--- src/rtl/button_conditioner_pkg.sv ---
// button_conditioner_pkg: shared debounce constants and counter-width helper.
// Rev 1.0
`default_nettype none
`timescale 1ns/1ps

// Counter must hold DEBOUNCE_CYCLES-1; the extra bit keeps DEBOUNCE_CYCLES=1 at width 1.
`define BC_CNT_W(n) ($clog2(n) + 1)

package button_conditioner_pkg;

  localparam int unsigned DEBOUNCE_CYCLES_SYNTH = 1000000;
  localparam int unsigned DEBOUNCE_CYCLES_SIM   = 4;

endpackage

`default_nettype wire

--- src/rtl/debounce_channel.sv ---
// debounce_channel: two-flop synchronizer, consecutive-sample debouncer and press pulse.
// Rev 1.0
`default_nettype none
`timescale 1ns/1ps

module debounce_channel
  import button_conditioner_pkg::*;
#(
  parameter int unsigned DEBOUNCE_CYCLES = DEBOUNCE_CYCLES_SYNTH
) (
  input  logic clk,
  input  logic reset,
  input  logic raw,
  output logic pulse,
  output logic level
);

  localparam int unsigned CNT_W = `BC_CNT_W(DEBOUNCE_CYCLES);
  localparam logic [CNT_W-1:0] CNT_LAST = CNT_W'(DEBOUNCE_CYCLES - 1);

  logic             s1;
  logic             s2;
  logic             stable;
  logic [CNT_W-1:0] cnt;
  logic             pulse_r;

  always_ff @(posedge clk) begin
    if (reset) begin
      s1      <= 1'b0;
      s2      <= 1'b0;
      stable  <= 1'b0;
      cnt     <= '0;
      pulse_r <= 1'b0;
    end else begin
      s1      <= raw;
      s2      <= s1;
      pulse_r <= 1'b0;
      // Any sample agreeing with the accepted level restarts the run.
      if (s2 == stable) begin
        cnt <= '0;
      end else if (cnt == CNT_LAST) begin
        stable  <= s2;
        cnt     <= '0;
        pulse_r <= s2;
      end else begin
        cnt <= cnt + CNT_W'(1);
      end
    end
  end

  assign pulse = pulse_r;
  assign level = stable;

endmodule

`default_nettype wire

--- src/rtl/button_conditioner.sv ---
// button_conditioner: conditions the left/right buttons into press pulses and debounced levels.
// Rev 1.0
`default_nettype none
`timescale 1ns/1ps

module button_conditioner
  import button_conditioner_pkg::*;
#(
  parameter int unsigned DEBOUNCE_CYCLES = DEBOUNCE_CYCLES_SYNTH
) (
  input  logic clk,
  input  logic reset,
  input  logic left_raw,
  input  logic right_raw,
  output logic left,
  output logic right,
  output logic left_level,
  output logic right_level
);

  debounce_channel #(
    .DEBOUNCE_CYCLES(DEBOUNCE_CYCLES)
  ) u_left (
    .clk  (clk),
    .reset(reset),
    .raw  (left_raw),
    .pulse(left),
    .level(left_level)
  );

  debounce_channel #(
    .DEBOUNCE_CYCLES(DEBOUNCE_CYCLES)
  ) u_right (
    .clk  (clk),
    .reset(reset),
    .raw  (right_raw),
    .pulse(right),
    .level(right_level)
  );

endmodule

`default_nettype wire

--- config.mk ---
export PLATFORM = sky130hd
export DESIGN_NAME = button_conditioner
export DESIGN_NICKNAME = d
export VERILOG_FILES = /design/src/rtl/button_conditioner_pkg.sv /design/src/rtl/debounce_channel.sv /design/src/rtl/button_conditioner.sv
export SDC_FILE = /design/constraint.sdc
export NUM_CORES = 1
export LEC_CHECK = 0
export ABC_AREA = 1
export CAP_MARGIN = 40
export CORE_MARGIN = 10
export CORE_UTILIZATION = 60
export DETAILED_ROUTE_END_ITERATION = 7
export PLACE_DENSITY = 0.85
export SLEW_MARGIN = 15
export SYNTH_ARGS = -nofsm -noshare
export SYNTH_HDL_FRONTEND = slang
export SYNTH_SLANG_ARGS = --single-unit
--- constraint.sdc ---
create_clock -name clk -period 4.53 [get_ports clk]
set_clock_uncertainty 0.15 [all_clocks]
set_input_delay 1.359 -clock clk [delete_from_list [all_inputs] [get_ports clk]]
set_output_delay 1.359 -clock clk [all_outputs]
set_load 0.1 [all_outputs]
==> impl_metrics.yaml, run 1 <==
synth:
  yosysWarnings: 0
  synthCells: 353
  synthAdderAreaFrac: 0.00973
  ys_seq_area_frac: 0.389
  synth_xor_xnor_area_share: 0.0613
  synth_cell_type_count: 29
  synth_top_family_by_area: "simple AND/OR/NAND/NOR gates"
  synth_area_um2: 2570
  synth_mux_area_frac: 0
  yosys_register_bits: 50
  synth-compound-area-share: 0.0642
  syn_nets: 359
  synth.avg_cell_area_um2: 7.29
  synthSimpleGateAreaFrac: 0.410
cts:
  cts_tree: "built"
  cts.sinks: 50
  hold_buffers: 0
  clock_latency_ps: 310
  postCtsSetupBuffers: 0
  cts_buffer_depth: 2
  htreeDepth: 2
  cts_made_buffers: 5
  cts_root_buf: "clkbuf_8"
  clk_pin_slew_ps: 100
  cts_resized: 0
critical_path:
  cp_slowest_cell: "clkdlybuf4s50_1"
  endpoint: "right_level"
  crit_fanout: 4
  ff2ff_path_depth: 6
  startpoint_type: "flip-flop"
  worstSetupEndpointType: "primary output"
  critPathRequiredTime_ps: 3020
  slowest_delay_ps: 540
  critical_path_class: "flip-flop to primary output"
  worstSetupStartpoint: "u_right.level$_SDFFE_PP0P_"
  crit_chain: "clkdlybuf4s50_1 > buf_8"
  worstPathArrival_ps: 1450
  r2r_setup_slack_ps: 2500
  rr_endpoint: "u_right.cnt[15]$_SDFF_PP0_"
  r2r-start: "u_right.cnt[0]$_SDFF_PP0_"
sta:
  period_share: 0.654
  period_needed_ps: 2960
  finalSetupTns_ps: 0
  rsz0062_at_grt: "false"
  relSlewSlack: 0.482
  timing.final.hold_violations: 0
  max_freq_ghz: 0.338
  hold_ws_ps: 278
  slew_viol_final: 0
  tightestPinTransition_ps: 775
  setup_slack_ps: 1570
  setup_viol: 0
pwr:
  clockPowerShare: 0.374
  p_comb_frac: 0.016
  seq_power_share: 0.610
  fin_total_pwr_uw: 726
  powerDensity_nw_per_um2: 258
  ir_worst_vdd_uv: 191
  switchingPower_uw: 169
  p_leak_uw: 0.000830
  p_sw_frac: 0.233
  p_int_uw: 557
placed_design:
  gp_congestion: 0.865
  place_ws_ps: 1320
  place_area_um2: 2720
  io_buffers: 7
  hpwlAfterDp_um: 3640
layout:
  mostFrequentLayoutCell: "nand2_1"
  fillers: 343
  fin_area_um2: 2820
  final_cell_mix: "nand2_1, nor2_1, dfxtp_1, inv_1, nand3_1"
  area_growth_pct: 9.53
  layout-drive-gt1-share: 0.180
  finalNetCount: 372
  n_antenna_cell: 0
  multi_input_area_um2: 1400
  seq_area_um2: 1000
floorplan:
  rows: 23
  io_pins: 8
  die_area_um2: 7310
  die-height_um: 85.5
  start_util: 0.630
  die_x_um: 85.5
  core-area_um2: 4090
flow_run:
  drv_cap: 0
route:
  post-route-drc-count: 0
  detail_route.vias_per_cell: 5.18
  drt_pre_antenna_iters: 5
  vias: 2160
  ant_nets: 0
  wirelength_um: 4770
  wl_per_cell_um: 11.4
  drtIter0Drc: 175
global_route:
  grt_max_degree: 22
  globalRoute.totalOverflow: 0
  grt_pass1_wl_um: 8490
  grt_pass1_vias: 2068
  grt_util_all_layers: 0.137
  antenna_found_initial: 0
hold_path:
  hold_class: "flip-flop to flip-flop"
  hold_start: "u_left.s1$_SDFF_PP0_"
outcome:
  outcome: "complete, no violations"
-- critical path, delay by kind of cell (launching register included) --
family   cells  cell delay (ps)
flops        1              400
buf+inv      2              740
-- registers in the layout, indices dropped and copies added, names as in the netlist --
name	count
u_left.cnt	21
u_right.cnt	21
u_left.level	1
u_left.pulse	1
u_left.s1	1
u_left.s2	1
u_right.level	1
u_right.pulse	1
u_right.s1	1
u_right.s2	1
-- per-layer routing --
metal,part of all wire,up-vias,track usage
met2,0.51,28,0.257
li1,-,1127,-
met5,0,-,0
met3,0.032,11,0.0277
met1,0.44,994,0.145
met4,0.019,0,0.0554
-- layout make-up --
class                   instances  share of cell area
clock inverters                 3             0.00888
well taps                      50              0.0222
repair buffers                 11              0.0462
inverters                      34              0.0453
clock buffers                   5              0.0244
multi-input cells             264               0.498
flip-flops and latches         50               0.355
-- power groups by stage --
stage | combinational, uW | clock [uW] | sequential [uW]
5_1_grt | 12.7 | 292 | 443
3_3_place_gp | 10.9 | 0 | 453
3_5_place_dp | 11.5 | 0 | 453
2_1_floorplan | 8.82 | 0 | 453
4_1_cts | 11.4 | 276 | 443
6_report | 11.3 | 272 | 443
-- worst min path at each step --
stage | end | slack [ps] | cells past startpoint
5_1_grt | u_left.s2$_SDFF_PP0_ | 290 | 2
2_1_floorplan | u_left.s2$_SDFF_PP0_ | 240 | 2
4_1_cts | u_left.s2$_SDFF_PP0_ | 280 | 2
3_5_place_dp | u_left.s2$_SDFF_PP0_ | 270 | 2
6_report | u_left.s2$_SDFF_PP0_ | 280 | 2
3_3_place_gp | u_left.s2$_SDFF_PP0_ | 240 | 2
-- cell usage after synthesis --
master    number  area (um^2)
nand2_1       81          304
or2_2          3         18.8
o21ai_0        2         10.0
nand4_1        7         43.8
nor3_1         3         15.0
nor2_1        68          255
nand3_1       16         80.1
nand3b_2       1         11.3
clkbuf_1       1         3.75
xnor2_1        9         78.8
and3_1         1         6.26
inv_1         29          109
nor3_2         1         10.0
xor2_1         9         78.8
buf_6          2         22.5
nand2_2        7         43.8
or2_0          4         25.0
ha_1           2         25.0
dfxtp_1       50         1000
a21oi_1       10         50.1
nand3_2        3         30.0
nand3b_1       2         15.0
or2_1          1         6.26
nor2_4         6         67.6
a21oi_2       12          105
inv_2          5         18.8
buf_4          2         15.0
nand3_4        2         35.0
nor2_2        14         87.6
-- cell families (layout without fill, tap and decap cells) --
kind of cell | after synthesis | count (layout)
AND/OR/NAND/NOR | 220 | 220
AO/OA/AOI/OAI | 24 | 24
adder cells (fa/ha/maj) | 2 | 2
buffers and inverters | 39 | 53
flip-flops | 50 | 50
XOR/XNOR | 18 | 18
-- through the flow --
step            util  instances
2_1_floorplan      -        353
3_3_place_gp   0.652        405
6_report       0.690        417
4_1_cts        0.690        417
5_1_grt        0.690        417
3_5_place_dp   0.667        409
(Power assumes the default switching activity.)
==> run 2: changes to the inputs <==
==> constraint.sdc (replaced) <==
create_clock -name clk -period 3 [get_ports clk]
set_clock_uncertainty 0.15 [all_clocks]
set_input_delay 0.9 -clock clk [delete_from_list [all_inputs] [get_ports clk]]
set_output_delay 0.9 -clock clk [all_outputs]
set_load 0.1 [all_outputs]
==> run 2 against run 1 <==
  * Critical path depth up 2
  * Die area unchanged
  * Count of clock-buffer cells in the layout unchanged
  * Sequential power up 51%
  * Global-route usage up 0.069 points
  * Register-to-register slack worse by 1400 ps
  * Largest power group unchanged
  * Sequential share of layout area up 0.54 points
  * First-iteration DRC count down 51%
  * Combinational power up 54%
  * Total power up 60%
  * Critical path type is now primary input to flip-flop
==> impl_metrics.yaml, run 2 (same netlist as run 1, synthesis figures left out) <==
critical_path:
  worstSetupEndpointType: "flip-flop"
  critPathRequiredTime_ps: 3080
  crit_fanout: 20
  critical_path_class: "primary input to flip-flop"
  worstPathArrival_ps: 2300
  cp_slowest_cell: "clkdlybuf4s50_1"
  crit_chain: "clkdlybuf4s50_1 > a21oi_2 > nand2_2 > a21oi_2"
  slowest_delay_ps: 570
  timing.critical_path.mode_cell: "a21oi_2"
  startpoint_type: "primary input"
cts:
  htreeDepth: 2
  postCtsSetupBuffers: 0
  clk_pin_slew_ps: 90
  cts.sinks: 50
  clock_latency_ps: 300
  cts_tree: "built"
  hold_buffers: 0
  cts_made_buffers: 5
  cts_root_buf: "clkbuf_8"
  cts_resized: 0
  cts_buffer_depth: 2
floorplan:
  start_util: 0.630
  die_x_um: 85.5
  die_area_um2: 7310
  io_pins: 8
  core-area_um2: 4090
  die-height_um: 85.5
  rows: 23
outcome:
  outcome: "complete, no violations"
layout:
  finalNetCount: 369
  final_cell_mix: "nand2_1, nor2_1, dfxtp_1, inv_1, nand3_1"
  n_antenna_cell: 0
  mostFrequentLayoutCell: "nand2_1"
  fin_area_um2: 2780
  layout-drive-gt1-share: 0.184
  top_regs: "u_left.cnt: 21 flops, u_right.cnt: 21 flops"
  finalCoreUtilization: 0.679
  area_growth_pct: 7.88
pwr:
  p_int_uw: 921
  p_leak_uw: 0.000819
  switchingPower_uw: 240
  p_sw_frac: 0.207
  ir_worst_vdd_uv: 234
  p_comb_frac: 0.015
  powerDensity_nw_per_um2: 418
  clockPowerShare: 0.409
  seq_power_share: 0.576
sta:
  timing.final.hold_violations: 0
  relSlewSlack: 0.596
  tightestPinTransition_ps: 605
  slew_viol_final: 0
  setup_slack_ps: 780
  period_share: 0.740
  rsz0062_at_grt: "false"
  hold_ws_ps: 261
  finalSetupTns_ps: 0
  period_needed_ps: 2220
  setup_viol: 0
  max_freq_ghz: 0.450
hold_path:
  hold_class: "flip-flop to flip-flop"
route:
  detail_route.vias_per_cell: 5.08
  wirelength_um: 4720
  ant_nets: 0
  post-route-drc-count: 0
  drt_pre_antenna_iters: 4
  vias: 2105
  wl_per_cell_um: 11.4
  drtIter0Drc: 85
global_route:
  antenna_found_initial: 0
  grt_pass1_vias: 2012
  grt_max_degree: 22
  grt_util_all_layers: 0.138
  grt_pass1_wl_um: 8600
  globalRoute.totalOverflow: 0
placed_design:
  place_area_um2: 2660
  io_buffers: 7
  gp_congestion: 0.878
  hpwlAfterDp_um: 3620
  place_ws_ps: 473
flow_run:
  drv_cap: 0
[run 2: layer usage]
metal / vias to the layer above / part of all wire / global-route usage
li1: 1116 / - / -
met1: 954 / 0.48 / 0.165
met2: 24 / 0.47 / 0.230
met3: 11 / 0.035 / 0.0363
met4: 0 / 0.019 / 0.0509
met5: - / 0 / 0
[run 2: power by group through the flow]
stage          clock network [uW]  logic (uW)  registers (uW)
3_5_place_dp                    0        17.4             684
2_1_floorplan                   0        13.3             684
4_1_cts                       485        17.4             669
6_report                      475        17.4             669
5_1_grt                       512        19.8             669
3_3_place_gp                    0        17.2             684
[run 2: area by class of cell]
cell class | count | area [um^2]
sequential | 50 | 1000
timing repair buffer | 8 | 67.6
multi-input combinational | 264 | 1400
clock inverter | 3 | 45.0
clock buffer | 5 | 68.8
inverter | 34 | 128
fill | 362 | 1310
tap | 50 | 62.6
[run 2: stage by stage]
step	std cells	total power, uW
after CTS	414	1170
after global routing	414	1200
after global placement	406	701
final	414	1160
after detailed placement	406	702
after floorplan	353	697
[run 2: path summary, 6_finish.rpt]
kind / start / end / slack [ps] / cells after the start
setup / recovery: reset / u_left.cnt[20]$_SDFF_PP0_ / 780 / 4
hold / removal: u_right.s1$_SDFF_PP0_ / u_right.s2$_SDFF_PP0_ / 260 / 2
setup reg to reg: u_left.cnt[0]$_SDFF_PP0_ / u_left.cnt[11]$_SDFF_PP0_ / 1060 / 6
hold reg to reg: u_right.s1$_SDFF_PP0_ / u_right.s2$_SDFF_PP0_ / 260 / 2
[run 2: critical path, delay by kind of cell]
| kind | cells | cell delay (ps) |
|---|---|---|
| buf+inv | 1 | 570 |
| compound gates | 2 | 470 |
| simple gates | 1 | 370 |
